===== src/rtl/hsid_sq_df_sched.sv =====
// Scan sequencer for sq_df_acc: streams one pixel against every library
// reference, collects per-reference distances and reports the minimum.
module hsid_sq_df_sched #(
   parameter int unsigned DATA_WIDTH       = 16,
   parameter int unsigned DATA_WIDTH_ACC   = 40,
   parameter int unsigned VECTOR_LENGTH    = 16,
   parameter int unsigned HSI_LIBRARY_SIZE = 8,
   localparam int unsigned BAND_W = $clog2(VECTOR_LENGTH + 1),
   localparam int unsigned REF_W  = $clog2(HSI_LIBRARY_SIZE),
   localparam int unsigned LIB_W  = REF_W + 1
) (
   input  logic                      clk,
   input  logic                      rst,
   input  logic                      start,
   input  logic [BAND_W-1:0]         cfg_vlen,
   input  logic [LIB_W-1:0]          cfg_lib_size,
   output logic                      busy,
   output logic                      done,
   output logic                      error,
   output logic [DATA_WIDTH_ACC-1:0] min_value,
   output logic [REF_W-1:0]          min_ref,
   output logic                      mem_rd_en,
   output logic [BAND_W-1:0]         mem_rd_band,
   output logic [REF_W-1:0]          mem_rd_ref,
   input  logic [DATA_WIDTH-1:0]     px_rd_data,
   input  logic [DATA_WIDTH-1:0]     lib_rd_data,
   output logic                      acc_init_en,
   output logic [DATA_WIDTH_ACC-1:0] acc_init,
   output logic                      acc_in_valid,
   output logic [DATA_WIDTH-1:0]     acc_in_a,
   output logic [DATA_WIDTH-1:0]     acc_in_b,
   output logic [REF_W-1:0]          acc_in_ref,
   output logic                      acc_in_last,
   input  logic                      acc_valid,
   input  logic [DATA_WIDTH_ACC-1:0] acc_value,
   input  logic                      acc_last,
   input  logic [REF_W-1:0]          acc_ref
);

   typedef enum logic [1:0] {S_IDLE, S_FEED, S_DRAIN, S_DONE} state_t;

   state_t                    state_q, state_d;
   logic [BAND_W-1:0]         vlen_q, vlen_d;
   logic [LIB_W-1:0]          lib_q, lib_d;
   logic [LIB_W-1:0]          cnt_q, cnt_d;
   logic                      err_q, err_d;
   logic                      bad_q, bad_d;
   logic                      busy_d, done_d, error_d, rd_en_d;
   logic [BAND_W-1:0]         band_d;
   logic [REF_W-1:0]          ref_d;
   logic [DATA_WIDTH_ACC-1:0] min_d;
   logic [REF_W-1:0]          min_ref_d;

   logic                      rd_v1, rd_first1, rd_last1;
   logic [REF_W-1:0]          rd_ref1;

   logic                      cfg_bad_c, start_ok_c, res_c, mism_c;
   logic                      band_end_c, ref_end_c, final_c;
   logic [LIB_W-1:0]          cnt_inc_c;

   // Initial accumulator value is always zero
   assign acc_init = '0;

   // Shared decode of config, read position and incoming results
   always_comb begin
      cfg_bad_c  = (cfg_vlen == '0) || (cfg_vlen > BAND_W'(VECTOR_LENGTH)) ||
                   (cfg_lib_size == '0) || (cfg_lib_size > LIB_W'(HSI_LIBRARY_SIZE));
      start_ok_c = start && (state_q == S_IDLE) && !done;
      res_c      = acc_valid && acc_last && ((state_q == S_FEED) || (state_q == S_DRAIN));
      mism_c     = res_c && ({1'b0, acc_ref} != cnt_q);
      cnt_inc_c  = cnt_q + LIB_W'(1);
      band_end_c = (mem_rd_band == vlen_q - BAND_W'(1));
      ref_end_c  = ({1'b0, mem_rd_ref} == lib_q - LIB_W'(1));
      final_c    = (state_q == S_DRAIN) &&
                   ((res_c && (cnt_inc_c >= lib_q)) || (cnt_q >= lib_q));
   end

   // State register
   always_ff @(posedge clk or posedge rst) begin
      if (rst) state_q <= S_IDLE;
      else     state_q <= state_d;
   end

   // Next-state logic
   always_comb begin
      state_d = state_q;
      case (state_q)
         S_IDLE:  if (start_ok_c) state_d = cfg_bad_c ? S_DONE : S_FEED;
         S_FEED:  if (band_end_c && ref_end_c) state_d = S_DRAIN;
         S_DRAIN: if (final_c) state_d = S_DONE;
         S_DONE:  state_d = S_IDLE;
         default: state_d = S_IDLE;
      endcase
   end

   // Next values of registered outputs, scan counters and result tracking
   always_comb begin
      vlen_d    = vlen_q;
      lib_d     = lib_q;
      cnt_d     = cnt_q;
      err_d     = err_q;
      bad_d     = bad_q;
      busy_d    = busy;
      done_d    = 1'b0;
      error_d   = 1'b0;
      rd_en_d   = mem_rd_en;
      band_d    = mem_rd_band;
      ref_d     = mem_rd_ref;
      min_d     = min_value;
      min_ref_d = min_ref;

      // final distance of one reference: count it, check order, track minimum
      if (res_c) begin
         cnt_d = cnt_inc_c;
         if (mism_c) err_d = 1'b1;
         if (acc_value < min_value) begin
            min_d     = acc_value;
            min_ref_d = cnt_q[REF_W-1:0];
         end
      end

      case (state_q)
         S_IDLE: begin
            if (start_ok_c) begin
               vlen_d    = cfg_vlen;
               lib_d     = cfg_lib_size;
               bad_d     = cfg_bad_c;
               cnt_d     = '0;
               err_d     = 1'b0;
               busy_d    = 1'b1;
               min_d     = '1;
               min_ref_d = '0;
               band_d    = '0;
               ref_d     = '0;
               rd_en_d   = !cfg_bad_c;
            end
         end
         S_FEED: begin
            if (band_end_c) begin
               band_d = '0;
               if (ref_end_c) rd_en_d = 1'b0;
               else           ref_d   = mem_rd_ref + REF_W'(1);
            end else begin
               band_d = mem_rd_band + BAND_W'(1);
            end
         end
         S_DRAIN: begin
            if (final_c) begin
               done_d  = 1'b1;
               error_d = err_q | mism_c;
               busy_d  = 1'b0;
            end
         end
         S_DONE: begin
            // rejected config reports one cycle later than a completed scan
            if (bad_q) begin
               done_d  = 1'b1;
               error_d = 1'b1;
               busy_d  = 1'b0;
            end
         end
         default: ;
      endcase
   end

   // Output and control registers
   always_ff @(posedge clk or posedge rst) begin
      if (rst) begin
         vlen_q      <= '0;
         lib_q       <= '0;
         cnt_q       <= '0;
         err_q       <= 1'b0;
         bad_q       <= 1'b0;
         busy        <= 1'b0;
         done        <= 1'b0;
         error       <= 1'b0;
         mem_rd_en   <= 1'b0;
         mem_rd_band <= '0;
         mem_rd_ref  <= '0;
         min_value   <= '1;
         min_ref     <= '0;
      end else begin
         vlen_q      <= vlen_d;
         lib_q       <= lib_d;
         cnt_q       <= cnt_d;
         err_q       <= err_d;
         bad_q       <= bad_d;
         busy        <= busy_d;
         done        <= done_d;
         error       <= error_d;
         mem_rd_en   <= rd_en_d;
         mem_rd_band <= band_d;
         mem_rd_ref  <= ref_d;
         min_value   <= min_d;
         min_ref     <= min_ref_d;
      end
   end

   // Delay read tags by the buffer latency, then register data with them
   always_ff @(posedge clk or posedge rst) begin
      if (rst) begin
         rd_v1        <= 1'b0;
         rd_first1    <= 1'b0;
         rd_last1     <= 1'b0;
         rd_ref1      <= '0;
         acc_in_valid <= 1'b0;
         acc_init_en  <= 1'b0;
         acc_in_last  <= 1'b0;
         acc_in_ref   <= '0;
         acc_in_a     <= '0;
         acc_in_b     <= '0;
      end else begin
         rd_v1        <= mem_rd_en;
         rd_first1    <= mem_rd_en && (mem_rd_band == '0);
         rd_last1     <= mem_rd_en && band_end_c;
         rd_ref1      <= mem_rd_ref;
         acc_in_valid <= rd_v1;
         acc_init_en  <= rd_first1;
         acc_in_last  <= rd_last1;
         acc_in_ref   <= rd_ref1;
         if (rd_v1) begin
            acc_in_a <= px_rd_data;
            acc_in_b <= lib_rd_data;
         end
      end
   end

endmodule


===== config.mk =====
export PLATFORM = sky130hd
export DESIGN_NAME = hsid_sq_df_sched
export DESIGN_NICKNAME = d
export VERILOG_FILES = /design/src/rtl/hsid_sq_df_sched.sv
export SDC_FILE = /design/constraint.sdc
export NUM_CORES = 1
export LEC_CHECK = 0
export ABC_AREA = 0
export CAP_MARGIN = 0
export CELL_PAD_IN_SITES_DETAIL_PLACEMENT = 0
export CELL_PAD_IN_SITES_GLOBAL_PLACEMENT = 1
export CORE_ASPECT_RATIO = 1.75
export CORE_MARGIN = 2
export CORE_UTILIZATION = 38
export CTS_CLUSTER_SIZE = 40
export DETAILED_ROUTE_END_ITERATION = 10
export HOLD_SLACK_MARGIN = 0.02
export PLACE_DENSITY = 0.88
export SLEW_MARGIN = 10
export SYNTH_ARGS = -nofsm -noshare
export SYNTH_HDL_FRONTEND = slang
export SYNTH_SLANG_ARGS = --single-unit

===== constraint.sdc =====
create_clock -name clk -period 7 [get_ports clk]
set_input_delay 2.1 -clock clk [delete_from_list [all_inputs] [get_ports clk]]
set_output_delay 2.1 -clock clk [all_outputs]
set_load 0.005 [all_outputs]

---- Word-level counts from Yosys, hierarchy flattened ----
Index checks and enable logic that the tools add are counted.
operators by class
  add/sub/neg operators ................... 5
  reductions and logical operators ........ 29
  magnitude comparators ................... 5
  bitwise logic cells ..................... 1
  mux-type cells .......................... 40
  equality and inequality tests ........... 13
operators with widths
  kind                 count
  $mux 40              4
  $lt 40x40->1         1
  $mux 3               7
  $mux 1               13
  $mux 4               3
  $ne 2x2->1 const B   6
  $reduce_and 4->1     3
  $logic_and 1x1->1    10
  $logic_not 5->1      2
  $mux 5               2
  $pmux 5 s2           1
  $ge 4x4->1           2
  $mux 2               4
  $pmux 2 s4           1
  $pmux 1 s2           3
  $pmux 3 s2           1
  $add 5x1->5 const B  1
  $eq 5x5->1           1
  $gt 5x5->1 const B   1
  $logic_or 1x1->1     5
  $sub 5x1->5 const B  1
  $add 4x1->4 const B  1
  $eq 2x2->1 const B   2
  $eq 3x4->1           1
  15 further kinds     17
storage, ports and cells
  register bits ........................... 116
  output and inout bits ................... 133
  word-level logic and storage cells ...... 117

---- Longest topological paths before layout ----
  depth in word-level cells ............... 8
  mapped depth ............................ 10
  mapped depth without buffers ............ 8

---- Worst setup path before layout ----
OpenSTA, ideal clock, no wires.
  kind .................................... input port to flip-flop
  start point ............................. input acc_value[2]
  end point ............................... register min_value[0]
  buffers on the path ..................... 2
  required time ........................... 6.925 ns
  arrival time ............................ 3.879 ns
  path slack .............................. 3.046 ns
  stages .................................. 9
  cell sequence ........................... ha_1 a211oi_2 o21ai_1 a41oi_2 o21ai_1 a2111oi_0 buf_4 buf_12 mux2i_1
on the way
  cells in the longest elaborated chain, start to end .. 5
RTL lines
  item                    RTL line  source
  start: declaration      35        input logic [DATA_WIDTH_ACC-1:0] acc_value,
  $lt 40x40->1 *          116       if (acc_value < min_value) begin
  $mux 40 *               116
  $mux 40 *               113       if (res_c) begin
  $mux 40                 124       if (start_ok_c) begin
  $mux 40 *               122       case (state_q)
  named net min_d[0]      51        logic [DATA_WIDTH_ACC-1:0] min_d;
  end signal: assignment  194       min_value <= min_d;
  end: declaration        20        output logic [DATA_WIDTH_ACC-1:0] min_value,
The timed path passes the listed nets; every way through them passes the cells marked *.
A chain may end at the register's enable or synchronous reset.

---- Worst setup path after layout ----
  start point ............................. input acc_value[2]
  end point ............................... register min_value[10]
The elaborated chain is that of the path after synthesis.

==> results.txt <==
Largest net degree at the start of global routing - 86
Global-route met3 utilization - 3.09%
First-pass GRT wire length - 25.2 mm
Via Count - 5048
Total iterations of the first detailed-routing run - 4
Worst voltage drop across the vdd grid - 153 uV
Max FO, Critical Path - 28
Layer carrying the most global-route usage - met2
Met2 Usage GRT - 33.4%
CTS hold repair buffers - 0
F_max - 228 MHz
Number of routed nets with antenna violations - 0
Top_reg_cell synth - dfrtp_1
Number of fill cells in the layout - 1614
Half-perimeter wire length of the detailed placement result - 11.8 mm
Die Wd - 104 um
Critical path start-end classification - in -> reg
Slew at the pin closest to its max-slew limit - 0.908 ns
Die area - 0.0186 mm2
Delay-heaviest family, CP - compound AO/OA/AOI/OAI gates
Gpl congestion - 0.752
Relative slew slack - 37.9%
Outcome - completed
Number of input and output port buffers inserted - 181
Initial DRC count - 179
Worst hold path type - reg -> reg
Fraction of layout cells with a size suffix above 1 - 14.2%
Placed cells - 1052
Final count of pins violating max slew - 0
Per-cell routed wire length - 14.6 um
Signed area change from the synthesized netlist to the final layout - 36.5%
Initial cell density of the core - 38.4%
Antenna cell count - 0
CP Buf/Inv Count - 2
Clock tree root driver cell - clkbuf_16
Power Density - 414 mW/mm2
Startpoint Class - primary input
GRT Util Overall - 17.1%
Final core utilization - 52.5%
Mean instance size in the synthesized netlist - 10.1 um2
Buffers inserted by post-CTS timing repair - 0
Final critical-path share of the clock period - 62.7%
Minimum period implied by the final worst setup slack - 4.39 ns
Post-layout instance count excluding filler cells - 1084
Die Y-Extent - 179 um
Max-Cap Viols - 0
Core box area - 0.0173 mm2
Initial antenna violation count - 0
Synthesized instance count - 661
Post-Route WL - 15.8 mm
Async S/R FF share, synth - 100%
CTS Buffer Depth - 2
Kind of end point of the critical path - flop
Number of buffers added by the clock tree synthesis step - 17
Launch point of the worst reg-to-reg path - min_value[2]
Clock-pin slew of the registers on the worst-case setup and hold paths - 0.06 ns
Vias in the first global route - 5026
R2R cell count - 9
Capture endpoint of the worst hold path - acc_in_last
Ordered cell list for the critical path - clkdlybuf4s50_1, ha_1, a211oi_2, o21ai_1, a41oi_2, o21ai_1, a2111oi_2, buf_4, mux2i_1
Sequential element share of the synthesized area - 44.4%
Routed via count divided by cell count - 4.66
Worst Path Arrival - 4.71 ns
Largest stage delay, worst path - 0.50 ns
Count of state elements after synthesis - 116
TritonCTS clock tree - built
Count of flip-flops with a built-in enable after synthesis - 0
Leakage component of the power - 4.12 nW
# rows - 64
Final setup skew - 0.0111 ns
Remaining design rule violation count - 0
Reg-to-reg critical path endpoint - min_value[10]
Commonest cells after routing, fill and taps aside - clkdlybuf4s50_1, nor2_1, dfrtp_1, inv_1, ha_1
Req. time, crit path - 7.33 ns
Most common cell on crit path - o21ai_1
Clock latency on the worst-skew pair - 0.41 ns
Number of levels in the clock H-tree - 4
Boundary pin count - 222
Fraction of met1 tracks used by global routing - 18.0%
Hold wc startpoint - rd_last1
Count of different cell masters after synthesis - 51
Final setup viols - 0
Sequential cell area - 0.00295 mm2
Final layout net count - 986
Total grt overflow - 0
Post-synth design cell area - 0.00665 mm2
Crit path max-delay cell type - buf_4
Sum of negative setup slack - 0 ns
Unrepaired setup endpoints after global routing - no
Count of cells resized by post-cts repair - 0
Register-to-Register Setup Slack - 4.18 ns
Worst hold stages - 0
Most common library cell in the layout ignoring fill and taps - clkdlybuf4s50_1
Hold violation count in the final report - 0
Num Clock Sinks - 116
Multi-input logic area - 0.00318 mm2
Yosys synthesis warning count - 0
==> final cells by class <==
type | count | share of cell area [%]
Clock buffer | 17 | 4.69
Tap cell | 231 | 3.18
Timing Repair Buffer | 186 | 20.4
Multi-Input combinational cell | 461 | 35.0
Sequential cell | 116 | 32.5
Clock inverter | 15 | 1.83
Inverter | 58 | 2.43
==> logic make-up after synthesis <==
family,synth area share [%]
flops,44.4
simple gates,12.3
other cells,0.0564
compound gates,7.71
fa+ha+maj,10.7
buf+inv,10.2
xor+xnor,2.24
mux,12.3
==> routing by layer <==
layer  wire (um)  part of all wire, %
met1        6060                   38
met2        8870                   56
met3         588                  3.7
met4         267                  1.7
met5           0                    0
==> power by group <==
group / switching, mW / internal [mW] / total (mW)
sequential: 0.205 / 1.02 / 1.23
clock: 0.346 / 0.534 / 0.880
combinational: 0.736 / 0.916 / 1.65
total: 1.29 / 2.47 / 3.76
==> worst reg2reg max path: stages (launching register included) <==
cell       delay, ns
dfstp_2         0.55
inv_1           0.04
ha_1            0.31
a211oi_2        0.22
o21ai_1         0.10
a41oi_2         0.23
o21ai_1         0.11
a2111oi_2       0.42
buf_4           0.50
mux2i_1         0.28
==> state kept, by name, indices dropped and copies added, names as in the netlist, 2 cells and up <==
name,flops
acc_in_a,16
acc_in_b,16
acc_in_ref,3
cnt_q,4
lib_q,4
mem_rd_band,5
mem_rd_ref,3
min_ref,3
min_value,40
rd_ref1,3
state_q,2
vlen_q,5
==> worst max path at each step <==
stage / startpoint / to / slack [ns] / cells after the start
floorplan: rst / acc_in_a[0] / 1.89 / 1
global placement: acc_value[2] / min_value[1] / 2.28 / 9
detailed placement: acc_value[2] / min_value[1] / 2.20 / 9
CTS: acc_value[2] / min_value[4] / 2.64 / 9
global route: acc_value[2] / min_value[36] / 2.46 / 9
finish: acc_value[2] / min_value[10] / 2.61 / 9
==> per-stage QoR <==
stage / setup WS, ns / cell area, um2 / hold WS [ns] / total power, mW
after CTS: 2.64 / 9080 / 0.347 / 3.82
after global placement: 2.28 / 8490 / 0.333 / 2.88
after floorplan: 1.89 / 6800 / 0.331 / 2.20
final: 2.61 / 9080 / 0.342 / 3.76
after global routing: 2.46 / 9080 / 0.357 / 4.04
after detailed placement: 2.20 / 8490 / 0.338 / 2.91
==> Yosys cell counts (all sizes together) (4+ instances only) <==
| library cell | instances | area (um2) |
|---|---|---|
| o21ai | 25 | 129 |
| nor3 | 7 | 45.0 |
| nor2 | 96 | 360 |
| xor2 | 10 | 87.6 |
| ha | 57 | 713 |
| mux2i | 46 | 460 |
| clkbuf | 16 | 60.1 |
| nand3 | 8 | 40.0 |
| mux2 | 32 | 360 |
| inv | 58 | 218 |
| nor4 | 4 | 25.0 |
| nand2 | 52 | 195 |
| nand2b | 4 | 25.0 |
| nand4 | 6 | 37.5 |
| buf | 49 | 403 |
| a21oi | 26 | 130 |
| a211oi | 5 | 52.6 |
| dfrtp | 76 | 1900 |
| xnor2 | 7 | 61.3 |
| dfstp | 40 | 1050 |
No activity file was read; power rests on OpenSTA's default activity.
